[src/rtl/alu_pkg.sv]
// Shared ALU definitions: 4-bit ALU opcodes and the RISC-V major opcodes
// for the OP (R-type) and OP-IMM (I-type) instruction groups.
package alu_pkg;

  localparam logic [3:0] ALU_AND  = 4'b0000;
  localparam logic [3:0] ALU_OR   = 4'b0001;
  localparam logic [3:0] ALU_ADD  = 4'b0010;
  localparam logic [3:0] ALU_XOR  = 4'b0011;
  localparam logic [3:0] ALU_SLL  = 4'b0100;
  localparam logic [3:0] ALU_SRL  = 4'b0101;
  localparam logic [3:0] ALU_SUB  = 4'b0110;
  localparam logic [3:0] ALU_SLTU = 4'b0111;
  localparam logic [3:0] ALU_SLT  = 4'b1000;
  localparam logic [3:0] ALU_SRA  = 4'b1001;

  localparam logic [6:0] OPC_R = 7'b0110011;
  localparam logic [6:0] OPC_I = 7'b0010011;

endpackage

[src/rtl/alu_op_decoder.sv]
// Combinational decode of opcode/funct3/funct7_5 into the ALU opcode and
// operand-B selection controls; anything outside OP/OP-IMM is illegal.
module alu_op_decoder
  import alu_pkg::*;
(
  input  logic [6:0] opcode,
  input  logic [2:0] funct3,
  input  logic       funct7_5,
  output logic [3:0] alu_op,
  output logic       use_imm,
  output logic       is_shift,
  output logic       illegal
);

  logic is_r;
  logic is_i;

  always_comb begin
    is_r     = (opcode == OPC_R);
    is_i     = (opcode == OPC_I);
    illegal  = !(is_r || is_i);
    // Illegal instructions take the I-type operand path with an ADD.
    use_imm  = !is_r;
    is_shift = !is_r && ((funct3 == 3'b001) || (funct3 == 3'b101));
    alu_op   = ALU_ADD;
    if (!illegal) begin
      unique case (funct3)
        3'b000:  alu_op = (is_r && funct7_5) ? ALU_SUB : ALU_ADD;
        3'b001:  alu_op = ALU_SLL;
        3'b010:  alu_op = ALU_SLT;
        3'b011:  alu_op = ALU_SLTU;
        3'b100:  alu_op = ALU_XOR;
        3'b101:  alu_op = funct7_5 ? ALU_SRA : ALU_SRL;
        3'b110:  alu_op = ALU_OR;
        default: alu_op = ALU_AND;
      endcase
    end
  end

endmodule

[src/rtl/alu_issue_stage.sv]
// ID/EX issue stage: decodes ALU instructions, resolves EX/MEM and MEM/WB
// bypasses, and holds one issued operation behind a valid/ready handshake.
module alu_issue_stage
  import alu_pkg::*;
#(
  parameter int XLEN  = 32,
  parameter int CNT_W = 8
) (
  input  logic             clk,
  input  logic             rst_n,
  input  logic             in_valid,
  output logic             in_ready,
  input  logic [6:0]       in_opcode,
  input  logic [2:0]       in_funct3,
  input  logic             in_funct7_5,
  input  logic [4:0]       in_rs1_addr,
  input  logic [4:0]       in_rs2_addr,
  input  logic [4:0]       in_rd_addr,
  input  logic [XLEN-1:0]  in_rs1_data,
  input  logic [XLEN-1:0]  in_rs2_data,
  input  logic [XLEN-1:0]  in_imm,
  input  logic             flush,
  input  logic             fwd_ex_valid,
  input  logic [4:0]       fwd_ex_rd,
  input  logic [XLEN-1:0]  fwd_ex_data,
  input  logic             fwd_wb_valid,
  input  logic [4:0]       fwd_wb_rd,
  input  logic [XLEN-1:0]  fwd_wb_data,
  output logic             out_valid,
  input  logic             out_ready,
  output logic [3:0]       out_alu_op,
  output logic [XLEN-1:0]  out_ina,
  output logic [XLEN-1:0]  out_inb,
  output logic [4:0]       out_rd,
  output logic             out_illegal,
  output logic [CNT_W-1:0] illegal_cnt
);

  logic [3:0]      dec_alu_op;
  logic            dec_use_imm;
  logic            dec_is_shift;
  logic            dec_illegal;
  logic [XLEN-1:0] rs1_val;
  logic [XLEN-1:0] rs2_val;
  logic [XLEN-1:0] opnd_b;
  logic            accept;

  alu_op_decoder u_dec (
    .opcode   (in_opcode),
    .funct3   (in_funct3),
    .funct7_5 (in_funct7_5),
    .alu_op   (dec_alu_op),
    .use_imm  (dec_use_imm),
    .is_shift (dec_is_shift),
    .illegal  (dec_illegal)
  );

  // x0 always reads zero; the younger EX/MEM result wins over MEM/WB.
  function automatic logic [XLEN-1:0] fwd_sel(input logic [4:0]      addr,
                                              input logic [XLEN-1:0] rf_data,
                                              input logic            ex_v,
                                              input logic [4:0]      ex_rd,
                                              input logic [XLEN-1:0] ex_data,
                                              input logic            wb_v,
                                              input logic [4:0]      wb_rd,
                                              input logic [XLEN-1:0] wb_data);
    if (addr == 5'd0)                 return '0;
    else if (ex_v && (ex_rd == addr)) return ex_data;
    else if (wb_v && (wb_rd == addr)) return wb_data;
    else                              return rf_data;
  endfunction

  always_comb begin
    rs1_val = fwd_sel(in_rs1_addr, in_rs1_data, fwd_ex_valid, fwd_ex_rd,
                      fwd_ex_data, fwd_wb_valid, fwd_wb_rd, fwd_wb_data);
    rs2_val = fwd_sel(in_rs2_addr, in_rs2_data, fwd_ex_valid, fwd_ex_rd,
                      fwd_ex_data, fwd_wb_valid, fwd_wb_rd, fwd_wb_data);
    if (!dec_use_imm)     opnd_b = rs2_val;
    else if (dec_is_shift) opnd_b = {{(XLEN-5){1'b0}}, in_imm[4:0]};
    else                  opnd_b = in_imm;
  end

  assign in_ready = !out_valid || out_ready;
  assign accept   = in_valid && in_ready && !flush;

  // Flush beats both the consume and any same-cycle accept.
  always_ff @(posedge clk) begin
    if (!rst_n) begin
      out_valid   <= 1'b0;
      out_alu_op  <= ALU_ADD;
      out_ina     <= '0;
      out_inb     <= '0;
      out_rd      <= 5'd0;
      out_illegal <= 1'b0;
    end else if (flush) begin
      out_valid <= 1'b0;
    end else if (accept) begin
      out_valid   <= 1'b1;
      out_alu_op  <= dec_alu_op;
      out_ina     <= rs1_val;
      out_inb     <= opnd_b;
      out_rd      <= dec_illegal ? 5'd0 : in_rd_addr;
      out_illegal <= dec_illegal;
    end else if (out_ready) begin
      out_valid <= 1'b0;
    end
  end

  always_ff @(posedge clk) begin
    if (!rst_n) begin
      illegal_cnt <= '0;
    end else if (accept && dec_illegal && (illegal_cnt != {CNT_W{1'b1}})) begin
      illegal_cnt <= illegal_cnt + 1'b1;
    end
  end

endmodule
[config.mk]
export PLATFORM = sky130hd
export DESIGN_NAME = alu_issue_stage
export DESIGN_NICKNAME = d
export VERILOG_FILES = /design/src/rtl/alu_pkg.sv /design/src/rtl/alu_op_decoder.sv /design/src/rtl/alu_issue_stage.sv
export SDC_FILE = /design/constraint.sdc
export NUM_CORES = 1
export LEC_CHECK = 0
export BUFFER_PORTS_ARGS = -buffer_cell sky130_fd_sc_hd__buf_2
export CORE_ASPECT_RATIO = 1.5
export CORE_UTILIZATION = 40
export CTS_CLUSTER_SIZE = 40
export DETAILED_ROUTE_END_ITERATION = 10
export PLACE_DENSITY = 0.84
export SETUP_SLACK_MARGIN = 0.15
export SLEW_MARGIN = 20
export SYNTH_ARGS = -nofsm -noshare
export SYNTH_HDL_FRONTEND = slang
export SYNTH_SLANG_ARGS = --single-unit
[constraint.sdc]
create_clock -name clk -period 1.6 [get_ports clk]
set_input_delay 0.32 -clock clk [delete_from_list [all_inputs] [get_ports clk]]
set_output_delay 0.32 -clock clk [all_outputs]
set_load 0.01 [all_outputs]
==> out/qor.json <==
{
  "ctsRootBufferMaster": {"value": "sky130_fd_sc_hd__clkbuf_16"},
  "place.port_buffers": {"value": 286},
  "number_of_buffers_between_clock_root_and_the_deepest_sink": {"value": 2},
  "maxSlewHeadroom": {"value": 63.13, "unit": "%"},
  "cell_count_after_synthesis": {"value": 614},
  "cp-start-kind": {"value": "primary input"},
  "floorplan.rows": {"value": 50},
  "start_util": {"value": 40.82, "unit": "%"},
  "timing_worst_slew_pin_value": {"value": 0.5511, "unit": "ns"},
  "num_io_pins": {"value": 287},
  "r2r_start": {"value": "illegal_cnt[3]$_SDFFE_PN0P_"},
  "status": {"value": "finished with violations"},
  "drc": {"value": 0},
  "detailedPlacementHpwl": {"value": 15220, "unit": "µm"},
  "clk_pin_slew": {"value": 0.08, "unit": "ns"},
  "grt_total_ovfl": {"value": 0},
  "synth.lib_cells_used.distinct": {"value": 48},
  "holdBufCountCts": {"value": 0},
  "n_fill_cell": {"value": 794},
  "synth.most_common_cell": {"value": "sky130_fd_sc_hd__dfxtp_1"},
  "crit_path_max_fanout": {"value": 6},
  "fraction_of_layout_instances_using_a_drive_strength_above_1": {"value": 63.03, "unit": "%"},
  "timing.setup.tns": {"value": -0.04800, "unit": "ns"},
  "critical-path-top-cell-by-count": {"value": "sky130_fd_sc_hd__buf_6"},
  "timing.final.setup_violations": {"value": 3},
  "routabilityCongestion": {"value": 0.8893},
  "synth_fp_nets": {"value": 818},
  "synth.top_cells.by_area": {"value": "sky130_fd_sc_hd__dfxtp_1 (33%), sky130_fd_sc_hd__a221oi_2 (5.9%), sky130_fd_sc_hd__nand2_1 (5.6%)"},
  "synth.top_cell.area_share": {"value": 32.69, "unit": "%"},
  "detailroute.via_count": {"value": 6721},
  "power_leakage": {"value": 4.089, "unit": "nW"},
  "end_kind": {"value": "register"},
  "clock-skew-final": {"value": 0.007436, "unit": "ns"},
  "seq_cells_post_synth": {"value": 83},
  "worst-r2r-setup-slack": {"value": 0.01, "unit": "ns"},
  "cp.buffers_inverters": {"value": 4},
  "critical_path.startpoint": {"value": "fwd_wb_rd[4]"},
  "cts_tree": {"value": "built"},
  "final_min_period_over_clock_period": {"value": 102.0, "unit": "%"},
  "worst_ir_drop_vdd": {"value": 0.4742, "unit": "mV"},
  "report.final.slew_viol_count": {"value": 0},
  "synth_area_leader_cell": {"value": "sky130_fd_sc_hd__dfxtp_1"},
  "finalWorstPathRequiredPeriod": {"value": 1.632, "unit": "ns"},
  "grt_antenna_before_repair": {"value": 1},
  "min-delay-path-class": {"value": "primary input to register"},
  "area_delta_synth_final": {"value": 85.65, "unit": "%"},
  "pwr_density_cell": {"value": 697.1, "unit": "nW/µm²"},
  "drt_pre_antenna_iters": {"value": 5},
  "max_h_tree_level": {"value": 3},
  "synth.cell_area": {"value": 5082, "unit": "µm²"},
  "dieWidth": {"value": 94.04, "unit": "µm"},
  "wl_per_cell": {"value": 23.31, "unit": "µm"},
  "final.setup.worst_slack": {"value": -0.03185, "unit": "ns"},
  "cp.required": {"value": 1.82, "unit": "ns"},
  "fp.dieArea": {"value": 13170, "unit": "µm²"},
  "cp_slowest_cell": {"value": "sky130_fd_sc_hd__a211oi_2"},
  "layout.core_utilization": {"value": 75.79, "unit": "%"},
  "synth_ff_type": {"value": "sky130_fd_sc_hd__dfxtp_1"},
  "placedCellCount": {"value": 1055},
  "async_flop_share": {"value": 0, "unit": "%"},
  "groute.usage.overall": {"value": 35.22, "unit": "%"},
  "worst_path_dominant_cell_family": {"value": "buffers and inverters"},
  "core_region_area": {"value": 12450, "unit": "µm²"},
  "synth.yosys.seq_area_share": {"value": 32.69, "unit": "%"},
  "fin_hold_viols": {"value": 0},
  "synth_warnings": {"value": 0},
  "final_net_count": {"value": 1143},
  "critical_path.max_stage_delay": {"value": 0.34, "unit": "ns"},
  "worst_ep_arrival_time": {"value": 1.85, "unit": "ns"},
  "first_iter_violations": {"value": 405},
  "cp_cell_sequence": {"value": "buf_6 -> buf_6 -> xor2_4 -> nor4_4 -> buf_6 -> nand2_8 -> buf_12 -> a211oi_2 -> o31ai_4"},
  "grt_max_degree": {"value": 35},
  "grt_pass1_wl": {"value": 35130, "unit": "µm"},
  "floorplan.die.height": {"value": 140.1, "unit": "µm"},
  "remaining_antenna_violation_count": {"value": 0},
  "worstSkewPairLatency": {"value": 0.35, "unit": "ns"},
  "failed_checks": {"value": "negative setup slack"},
  "synthTopCellsByCount": {"value": "sky130_fd_sc_hd__dfxtp_1 (83), sky130_fd_sc_hd__nand2_1 (76), sky130_fd_sc_hd__o21ai_0 (55)"},
  "grt_pass1_vias": {"value": 6774},
  "total_cts_buffers": {"value": 9},
  "route.final.wire_length": {"value": 25670, "unit": "µm"},
  "path_class": {"value": "primary input to register"},
  "number_of_synthesized_flops_with_an_enable_pin": {"value": 0},
  "hold-worst-slack": {"value": 0.2375, "unit": "ns"},
  "clkSinkCount": {"value": 83},
  "synth.avg_cell_area": {"value": 8.277, "unit": "µm²"},
  "vias_per_cell": {"value": 6.104},
  "max_freq": {"value": 612.8, "unit": "MHz"},
  "hold_path.startpoint": {"value": "in_imm[21]"},
  "max_cap_violations": {"value": 0},
  "grt_setup_unrepaired": {"value": "yes"},
  "finish.cell_count_without_fillers": {"value": 1101}
}
## per-stage QoR
stage          total power [W]  cell area [µm²]  setup slack (ns)
6_report              0.006577             9435          -0.03185
5_1_grt               0.006780             9435          -0.07539
4_1_cts               0.006320             8616           0.04648
3_5_place_dp          0.003556             7363           -0.3573
3_3_place_gp          0.003525             7363           -0.2984
2_1_floorplan         0.002891             5528          -0.04143
## final timing paths
kind / endpoint / cells past startpoint
worst max-delay path: out_ina[10]$_SDFFE_PN0P_ / 9
worst min-delay path: out_inb[21]$_SDFFE_PN0P_ / 3
worst max register to register: illegal_cnt[3]$_SDFFE_PN0P_ / 5
worst min register to register: out_alu_op[3]$_SDFFE_PN0P_ / 2
## power by group
group	switching, W	internal [W]
logic	0.000956	0.000826
clock network	0.00100	0.00156
registers	0.0000597	0.00217
total	0.00202	0.00456
## what timing repair did
item | 4_1_cts | 5_1_grt
pin swaps | 36 | 49
setup endpoints to repair | 72 | 76
buffers inserted | 12 | 4
cloned | 10 | 3
gates resized for setup | 103 | 133
## logic make-up (layout without fill, tap and decap cells)
kind of cell | Yosys count | in the layout | synth area share, %
fa+ha+maj | 1 | 1 | 0.2461
other cells | 0 | 1 | 0
xor+xnor | 28 | 28 | 4.825
mux | 27 | 27 | 5.318
compound gates | 224 | 224 | 31.83
simple gates | 196 | 196 | 19.47
flops | 83 | 83 | 32.69
buf+inv | 55 | 385 | 5.613
## worst reg2reg max path, stage by stage (launching register included)
cell and delay [ns]:
sky130_fd_sc_hd__dfxtp_2 0.39, sky130_fd_sc_hd__nand4_1 0.24, sky130_fd_sc_hd__nor2_4 0.39, sky130_fd_sc_hd__nor3_2 0.10
sky130_fd_sc_hd__xnor2_1 0.24, sky130_fd_sc_hd__and2_1 0.17
## routing by layer
metal	share of wire [%]	wire length, µm	up-vias	global-route usage, %
met5	0	0	-	0
met3	7.5	1914	125	6.732
met2	52	13360	426	63.50
met1	35	8856	3246	37.66
li1	-	-	2924	-
met4	6.0	1530	0	19.43
## state kept, by name (all words and copies together), names as in the netlist
signal	count
out_rd	5
out_valid	1
out_inb	32
out_ina	32
illegal_cnt	8
out_alu_op	4
out_illegal	1
## cell usage in the layout (no fill, tap or decap), drive strengths merged, types with 2 or more instances in the layout
cell,instances
clkbuf,11
a211oi,32
a221oi,27
inv,7
o2111ai,2
or4,2
o21ai,63
xnor2,6
a21oi,39
dfxtp,83
nand3,14
a32o,6
nand2,77
o31ai,32
nand2b,2
xor2,22
and3,34
nor4,8
bufinv,3
mux2i,27
o221ai,5
a21boi,15
nor2,38
buf,363
and2,12
nor3b,2
## cell type report
type | instances | area, µm² | area share [%]
multi-input combinational | 476 | 4623 | 49.00
timing repair buffer | 366 | 2576 | 27.30
sequential | 83 | 1672 | 17.72
clock buffer | 9 | 225.2 | 2.387
tap | 156 | 195.2 | 2.069
clock inverter | 7 | 130.1 | 1.379
inverter | 3 | 11.26 | 0.1193
antenna | 1 | 2.502 | 0.02652
Note: power is estimated with default switching activity, not from simulation.
